--- config.mk ---
export PLATFORM = sky130hd
export DESIGN_NAME = i2c_bus_arbiter
export DESIGN_NICKNAME = d
export VERILOG_FILES = /design/src/rtl/i2c_arb_pkg.sv /design/src/rtl/i2c_arb_timer.sv /design/src/rtl/i2c_bus_arbiter.sv
export SDC_FILE = /design/constraint.sdc
export NUM_CORES = 1
export LEC_CHECK = 0
export ABC_AREA = 0
export CORE_MARGIN = 2
export CORE_UTILIZATION = 40
export CTS_BUF_LIST = sky130_fd_sc_hd__clkbuf_4
export CTS_CLUSTER_DIAMETER = 200
export CTS_CLUSTER_SIZE = 24
export DETAILED_ROUTE_END_ITERATION = 10
export GPL_TIMING_DRIVEN = 0
export PLACE_DENSITY_LB_ADDON = 0.05
export SLEW_MARGIN = 30
export SYNTH_ARGS = -nofsm -noshare
export SYNTH_HDL_FRONTEND = slang
export SYNTH_SLANG_ARGS = --single-unit
--- constraint.sdc ---
create_clock -name clk -period 5.05 [get_ports clk]
set_clock_uncertainty 0.1 [all_clocks]
set_input_delay 1.01 -clock clk [delete_from_list [all_inputs] [get_ports clk]]
set_output_delay 1.01 -clock clk [all_outputs]
set_load 0.02 [all_outputs]
--- src/rtl/i2c_arb_pkg.sv ---
// Shared types and defaults for the I2C bus arbiter: 2-bit state encoding,
// default guard/timeout lengths and the timer width helper.
package i2c_arb_pkg;

  typedef enum logic [1:0] {
    ST_IDLE     = 2'd0,
    ST_GRANT_WR = 2'd1,
    ST_GRANT_RD = 2'd2,
    ST_GUARD    = 2'd3
  } arb_state_e;

  localparam int unsigned DEF_GUARD_CYCLES   = 4;
  localparam int unsigned DEF_TIMEOUT_CYCLES = 100000;

  // One timer serves both guard and tenure, so it must hold the larger limit.
  function automatic int unsigned arb_cnt_width(input int unsigned timeout_c,
                                                input int unsigned guard_c);
    int unsigned m;
    m = (timeout_c > guard_c) ? timeout_c : guard_c;
    return $clog2(m + 1);
  endfunction

endpackage

--- src/rtl/i2c_arb_timer.sv ---
// Saturating up-counter with synchronous clear and terminal-count flag.
// Latency: tc_o is combinational on the registered count; no backpressure.
module i2c_arb_timer #(
  parameter int unsigned W = 4
) (
  input  logic         clk,
  input  logic         rst_n,
  input  logic         clr_i,
  input  logic         en_i,
  input  logic [W-1:0] limit_i,
  output logic         tc_o
);

  logic [W-1:0] cnt_q;
  logic [W-1:0] cnt_d;

  always_comb begin
    cnt_d = cnt_q;
    if (clr_i) begin
      cnt_d = '0;
    end else if (en_i && (cnt_q != {W{1'b1}})) begin
      cnt_d = cnt_q + 1'b1;
    end
  end

  always_ff @(posedge clk or negedge rst_n) begin
    if (!rst_n) begin
      cnt_q <= '0;
    end else begin
      cnt_q <= cnt_d;
    end
  end

  assign tc_o = (cnt_q == limit_i);

endmodule

--- src/rtl/i2c_bus_arbiter.sv ---
// Two-requester (write/read engine) I2C bus arbiter with guard gap and tenure timeout.
// Latency: 1 clk request-to-grant; requests are levels held until done, no backpressure.
module i2c_bus_arbiter
  import i2c_arb_pkg::*;
#(
  parameter int unsigned GUARD_CYCLES   = DEF_GUARD_CYCLES,
  parameter int unsigned TIMEOUT_CYCLES = DEF_TIMEOUT_CYCLES
) (
  input  logic clk,
  input  logic rst_n,
  input  logic req_wr,
  input  logic req_rd,
  input  logic done_wr,
  input  logic done_rd,
  output logic gnt_wr,
  output logic gnt_rd,
  output logic rw,
  output logic busy,
  output logic timeout_err
);

  localparam int unsigned CW = arb_cnt_width(TIMEOUT_CYCLES, GUARD_CYCLES);
  localparam logic [CW-1:0] TO_LIM = CW'(TIMEOUT_CYCLES - 1);
  localparam logic [CW-1:0] GD_LIM = (GUARD_CYCLES == 0) ? '0 : CW'(GUARD_CYCLES - 1);
  localparam bit GUARD_EN = (GUARD_CYCLES != 0);

  arb_state_e    state_q;
  logic          gnt_wr_q, gnt_rd_q, rw_q, busy_q, terr_q, last_rd_q;
  logic          in_grant, own_done, own_req, own_end, pick_rd;
  logic          tmr_clr, tmr_en, tmr_tc;
  logic [CW-1:0] tmr_lim;

  assign in_grant = (state_q == ST_GRANT_WR) || (state_q == ST_GRANT_RD);
  assign own_done = (state_q == ST_GRANT_RD) ? done_rd : done_wr;
  assign own_req  = (state_q == ST_GRANT_RD) ? req_rd  : req_wr;
  assign own_end  = own_done || !own_req;
  // On a tie the requester that was not served last wins.
  assign pick_rd  = req_rd && (!req_wr || !last_rd_q);

  // Timer idles at zero in IDLE and restarts at every tenure end, so both
  // GRANT and GUARD begin with a count of zero.
  assign tmr_lim = in_grant ? TO_LIM : GD_LIM;
  assign tmr_clr = (state_q == ST_IDLE) || (in_grant && (own_end || tmr_tc));
  assign tmr_en  = !tmr_clr;

  i2c_arb_timer #(.W(CW)) u_timer (
    .clk     (clk),
    .rst_n   (rst_n),
    .clr_i   (tmr_clr),
    .en_i    (tmr_en),
    .limit_i (tmr_lim),
    .tc_o    (tmr_tc)
  );

  always_ff @(posedge clk or negedge rst_n) begin
    if (!rst_n) begin
      state_q   <= ST_IDLE;
      gnt_wr_q  <= 1'b0;
      gnt_rd_q  <= 1'b0;
      rw_q      <= 1'b0;
      busy_q    <= 1'b0;
      terr_q    <= 1'b0;
      last_rd_q <= 1'b1;
    end else begin
      terr_q <= 1'b0;
      case (state_q)
        ST_IDLE: begin
          if (req_wr || req_rd) begin
            state_q   <= pick_rd ? ST_GRANT_RD : ST_GRANT_WR;
            gnt_rd_q  <= pick_rd;
            gnt_wr_q  <= !pick_rd;
            rw_q      <= pick_rd;
            last_rd_q <= pick_rd;
            busy_q    <= 1'b1;
          end
        end
        ST_GRANT_WR, ST_GRANT_RD: begin
          // A normal end (done or req drop) outranks the timeout.
          if (own_end || tmr_tc) begin
            gnt_wr_q <= 1'b0;
            gnt_rd_q <= 1'b0;
            terr_q   <= !own_end;
            if (GUARD_EN) begin
              state_q <= ST_GUARD;
            end else begin
              state_q <= ST_IDLE;
              busy_q  <= 1'b0;
              rw_q    <= 1'b0;
            end
          end
        end
        ST_GUARD: begin
          if (tmr_tc) begin
            state_q <= ST_IDLE;
            busy_q  <= 1'b0;
            rw_q    <= 1'b0;
          end
        end
        default: state_q <= ST_IDLE;
      endcase
    end
  end

  assign gnt_wr      = gnt_wr_q;
  assign gnt_rd      = gnt_rd_q;
  assign rw          = rw_q;
  assign busy        = busy_q;
  assign timeout_err = terr_q;

endmodule

# Yosys cells after proc, flatten, opt, wreduce, memory -nomap -nowiden
# Index checks and enable logic that the tools add are counted.
# W data, S select, Z words.
[totals] register_bits=25 latch_bits=0 ram_bits=0 romBits=0 input_bits=6 memories=0
[op_classes] n_addsub=1 n_mul=0 div=0 order_cmp=0 eq_ne=8 shifts=0 n_mux=21 bitwise_logic=1 reduce_logical=23
[ops] cell="$mux W17" count=3
[ops] cell="$add A17 B1 Y17 const B" count=1
[ops] cell="$eq A17 B17 Y1" count=1
[ops] cell="$ne A17 B17 Y1 const B" count=1
[ops] cell="$mux W1" count=9
[ops] cell="$reduce_and A3 Y1" count=3
[ops] cell="$mux W2" count=4
[ops] cell="$pmux W1 S2" count=4
[ops] cell="$logic_not A1 Y1" count=6
[ops] cell="$logic_or A1 B1 Y1" count=6
[ops] cell="$pmux W2 S3" count=1
[ops] cell="$eq A2 B2 Y1 const B" count=2
[ops] cell="$ne A2 B2 Y1 const B" count=2
[ops] cell="$reduce_bool A2 Y1" count=2
[ops] cell="$logic_and A1 B1 Y1" count=3
[ops] cell="$eq A2 B1 Y1 const B" count=1
[ops] cell="$logic_not A2 Y1" count=1
[ops] cell="$ne A2 B1 Y1 const B" count=1
[ops] cell="$reduce_and A2 Y1" count=1
[ops] cell="$reduce_or A2 Y1" count=1
[ops] cell="$not A1 Y1" count=1

# Logic depth before layout (Yosys ltp)
[depth] word_depth=11 mapped_depth=10 ltp_nobuf=10

# Cells and area by module
# From an unflattened synthesis, not the netlist that was laid out.
[unflattened] cells_unflattened=168 area_unflattened_um2=1629.1
[modules_own_cells] module="i2c_arb_timer" instances=1 cells_per_inst=114 area_per_inst_um2=1089.8 seq_area_each_um2=425.4
[modules_own_cells] module="i2c_bus_arbiter" instances=1 cells_per_inst=54 area_per_inst_um2=539.3 seq_area_each_um2=201.4

# Worst setup path before layout
# Ideal clock, no wire load.
[synth_path] path_kind="reg2reg" startpoint="register u_timer.cnt_q[5]" endpoint="register u_timer.cnt_q[7]" arrival_time_ns=2.100 setup_slack_ns=2.729 path_stages_with_launch=11 n_path_buf=0 cell_sequence="dfrtp_1 nand4_1 nor2_1 and3_1 and3_1 ha_1 nand4b_1 or2_2 nor2_1 xnor2_1 nor2_1"
[synth_via] elab_chain_len=7
[synth_lines] element="from (decl)" line="i2c_arb_timer.sv:14" rtl="logic [W-1:0] cnt_q;"
[synth_lines] element="from (signal assigned)" line="i2c_arb_timer.sv:30" rtl="cnt_q <= cnt_d;"
[synth_lines] element="parallel branches: the longest is 7 deep, another holds $add A17 B1 Y17"
# Several ways; the timed one is not identified. The select of a mux whose other input is x is not followed.
# A chain may end at the register's enable or synchronous reset.

# Worst setup path in the final report
[layout_path] startpoint="register u_timer.cnt_q[5]" endpoint="register u_timer.cnt_q[13]"
# The elaborated chain is that of the path after synthesis.

==> results.md <==
| Item | Reported | Unit |
| --- | --- | --- |
| Max-cap check violation count | 0 | - |
| PortBufs | 10 | - |
| Worst Setup Slack post-DPL | 2.27 | ns |
| Cell family with the largest share of critical-path delay | simple AND/OR/NAND/NOR gates | - |
| Post-CTS setup buffers | 0 | - |
| Total CTS buffers | 3 | - |
| XOR/XNOR share of the synthesized area | 0.0943 | - |
| Clk Tree Root Cell | sky130_fd_sc_hd__clkbuf_4 | - |
| Final worst path period share | 0.517 | - |
| Area growth syn-to-layout | 13.1 | % |
| Average wire length per cell after detail routing | 12.8 | um |
| Resized Gates After CTS | 0 | - |
| Floorplan die area | 3970 | um^2 |
| Count of standard-cell rows | 21 | - |
| Routed Wire Length | 2.57 | mm |
| Cell breakdown of the critical path | nand4_1 > nor2_1 > and3_1 > and3_1 > ha_1 > nand4b_1 > nor4_2 > nand3_1 > xor2_1 > nor2_1 | - |
| Maximum buffer depth of the clock tree | 2 | - |
| Vias in the first global route | 966 | - |
| Top Ports | 11 | - |
| Post-Synth Simple-Gate Area | 0.255 | - |
| Overall via count from detail_route | 1020 | - |
| Number of fillers in the final layout | 320 | - |
| Status | finished clean | - |
| Pin count of the biggest net entering global routing | 26 | - |
| Number of register bits inferred by synthesis | 25 | - |
| Area of the mapped netlist | 1390 | um^2 |
| Worst VDD drop | 0.167 | mV |
| Clock transition at the registers of the reported paths | 0.13 | ns |
| Height of the die | 63.0 | um |
| Mean area per synthesized cell | 9.89 | um^2 |
| Maximum fanout encountered on the critical timing path | 6 | - |
| Combined buffer and inverter count along the critical path | 0 | - |
| Clock tree from TritonCTS | yes | - |
| Worst skew pair latency | 0.31 | ns |
| Leakage power total | 0.696 | nW |
| Slew Limit Headroom | 0.625 | - |
| Number of antenna cells inserted | 0 | - |
| Pwr Density | 432 | nW/um^2 |
| Length of the first detailed-routing pass in iterations | 4 | - |
| Layout cells sized above 1 | 0.110 | - |
| Post-detailed-placement half-perimeter wirelength | 1.96 | mm |
| Most common cell after layout, fill and taps aside | sky130_fd_sc_hd__dfrtp_1 | - |
| Post-synthesis instance total | 141 | - |
| Slew Viols, Final | 0 | - |
| RSZ-0062 raised after global routing | no | - |
| FMAX | 383 | MHz |
| Largest family of logic cells by synthesized area | simple AND/OR/NAND/NOR gates | - |
| Longest individual stage delay on the worst path | 0.48 | ns |
| Placeable core region | 3340 | um^2 |
| Synthesis warning total | 0 | - |
| Iteration-0 DRC Markers | 51 | - |
| Number of sinks handled by clock tree synthesis | 25 | - |
| Setup-failing EPs final | 0 | - |
| Arrival time worst endpoint | 2.76 | ns |
| Post-detailed-route DRC marker count | 0 | - |
| Remaining Overflow, GRT | 0 | - |
| Global-route wire length before repair | 4.54 | mm |
| Number of hold buffers added after cts | 0 | - |
| Slowest-stage cell, CP | sky130_fd_sc_hd__dfrtp_1 | - |
| Antenna violations before repair | 0 | - |
| Accumulated negative setup slack | 0 | ns |
| Critical Path End Type | flop | - |
| Level count of the clock H-tree | 1 | - |
| Post-layout min period | 2.61 | ns |
| Mapped Nets | 153 | - |
| Synthesized-area fraction occupied by adder cells | 0.0539 | - |
| Critical setup path kind | reg2reg | - |
| Complex-gate fraction of the synthesized area | 0.0817 | - |
| Class of the tightest hold or removal check | reg2reg | - |
| Count of antenna-violating nets left after detailed routing | 0 | - |
| Slew at the pin with the worst max-slew slack | 0.562 | ns |
| Initial Utilization | 0.418 | - |
| Post-DR vias/cell | 5.07 | - |
| Least setup slack across all paths after layout | 2.44 | ns |
| Number of distinct library cell variants in the gate-level netlist after synthesis | 35 | - |
| Global-route usage over all layers | 0.145 | - |
| Multiplexer area fraction after synthesis | 0.0395 | - |
| Sort of element at the start of the critical path | flop | - |
| Most frequent cells in the layout | sky130_fd_sc_hd__dfrtp_1 (24), sky130_fd_sc_hd__nor2_1 (23), sky130_fd_sc_hd__nand2_1 (12), sky130_fd_sc_hd__xor2_1 (11), sky130_fd_sc_hd__clkdlybuf4s50_1 (9) | - |
| Die width | 63.0 | um |
| Number of hold violations in the final report | 0 | - |
| Final weighted congestion in routability-driven placement | 0.753 | - |
| Sequential cell area fraction in the yosys report | 0.450 | - |
| Crit path required time | 5.20 | ns |
| Net total in the final layout | 168 | - |
[power breakdown]
group          switching (mW)  internal, mW
sequential             0.0264         0.237
combinational           0.189         0.137
clock                  0.0566        0.0362
total                   0.272         0.410
[final cells by class]
| cell class | instances | area (um^2) | area share |
|---|---|---|---|
| multi-input cells | 107 | 731 | 0.463 |
| flip-flops and latches | 25 | 627 | 0.398 |
| repair buffers | 10 | 95.1 | 0.0603 |
| well taps | 46 | 57.6 | 0.0365 |
| clock buffers | 4 | 30.0 | 0.0190 |
| inverters | 6 | 22.5 | 0.0143 |
| plain buffers | 3 | 13.8 | 0.00873 |
[worst min-delay path, stage by stage, from the launching register on]
cell and delay [ns]:
sky130_fd_sc_hd__dfrtp_1 0.38, sky130_fd_sc_hd__nand2_1 0.05, sky130_fd_sc_hd__o21ai_0 0.07
[sequential cells by signal (all words and copies together), names as in the netlist]
signal,flops
rw,1
busy,1
last_rd_q,1
state_q,2
timeout_err,1
gnt_wr,1
gnt_rd,1
u_timer.cnt_q,17
[synthesized netlist by cell type]
cell                        number  area share
sky130_fd_sc_hd__a32o_2          1      0.0081
sky130_fd_sc_hd__o32ai_1         1      0.0063
sky130_fd_sc_hd__dfrtp_1        24        0.43
sky130_fd_sc_hd__a21oi_1         4       0.014
sky130_fd_sc_hd__ha_1            6       0.054
sky130_fd_sc_hd__nor4_1          1      0.0045
sky130_fd_sc_hd__dfstp_2         1       0.019
sky130_fd_sc_hd__nor3_1          2      0.0072
sky130_fd_sc_hd__a2bb2oi_2       1       0.011
sky130_fd_sc_hd__nand2_1        12       0.032
sky130_fd_sc_hd__nor4_2          1      0.0090
sky130_fd_sc_hd__nor4b_1         1      0.0063
sky130_fd_sc_hd__nand3_1         6       0.022
sky130_fd_sc_hd__nor4b_4         1       0.017
sky130_fd_sc_hd__and3_2          1      0.0054
sky130_fd_sc_hd__xor2_1         11       0.069
sky130_fd_sc_hd__nor4_4          1       0.015
sky130_fd_sc_hd__inv_1           6       0.016
sky130_fd_sc_hd__and2_1          1      0.0045
sky130_fd_sc_hd__mux2_4          1       0.011
sky130_fd_sc_hd__or2_2           2      0.0090
sky130_fd_sc_hd__and3_1          2      0.0090
sky130_fd_sc_hd__o21ai_0         6       0.022
sky130_fd_sc_hd__or3_1           1      0.0045
sky130_fd_sc_hd__nor2_1         23       0.062
sky130_fd_sc_hd__clkbuf_1        1      0.0027
sky130_fd_sc_hd__nand4_1         3       0.013
sky130_fd_sc_hd__a32o_1          1      0.0072
sky130_fd_sc_hd__a31oi_1         3       0.013
sky130_fd_sc_hd__mux2i_1         4       0.029
sky130_fd_sc_hd__nor2b_1         2      0.0090
sky130_fd_sc_hd__buf_2           2      0.0072
sky130_fd_sc_hd__xnor2_1         4       0.025
sky130_fd_sc_hd__nand4b_1        1      0.0063
sky130_fd_sc_hd__and4_1          3       0.019
[layer usage]
layer / GRT usage / routed length [um] / share of wire
met5: 0 / 0 / 0
met4: 0.0333 / 22 / 0.0085
met3: 0.0396 / 76 / 0.030
met2: 0.213 / 1110 / 0.43
met1: 0.210 / 1370 / 0.53
[per-stage QoR]
stage / cells / util / hold slack, ns / total power, mW / cell area, um^2
finish: 201 / 0.472 / 0.428 / 0.682 / 1580
detailed placement: 197 / 0.463 / 0.406 / 0.592 / 1550
CTS: 201 / 0.472 / 0.437 / 0.688 / 1580
global placement: 197 / 0.465 / 0.389 / 0.590 / 1550
global route: 201 / 0.472 / 0.459 / 0.744 / 1580
floorplan: 141 / - / 0.404 / 0.506 / 1390
[cells by family (layout without fill, tap and decap cells)]
kind of cell               Yosys count  count (layout)
adders and majority gates            6               6
buffers and inverters                9              23
AOI/OAI and AO/OA                   17              17
DFF                                 25              25
xor gates and xnor gates            15              15
and+or+nand+nor                     64              64
muxes                                5               5
[worst paths after layout]
| kind | to | startpoint | slack, ns | cells past startpoint |
|---|---|---|---|---|
| min | gnt_rd | gnt_rd | 0.43 | 2 |
| max in group asynchronous | last_rd_q | rst_n | 3.91 | 1 |
| min in group asynchronous | u_timer.cnt_q[3] | rst_n | 0.57 | 1 |
| min reg2reg | gnt_rd | gnt_rd | 0.43 | 2 |
| max reg2reg | u_timer.cnt_q[13] | u_timer.cnt_q[5] | 2.44 | 10 |
| max | u_timer.cnt_q[13] | u_timer.cnt_q[5] | 2.44 | 10 |
Note: power is estimated with default switching activity, not from simulation.
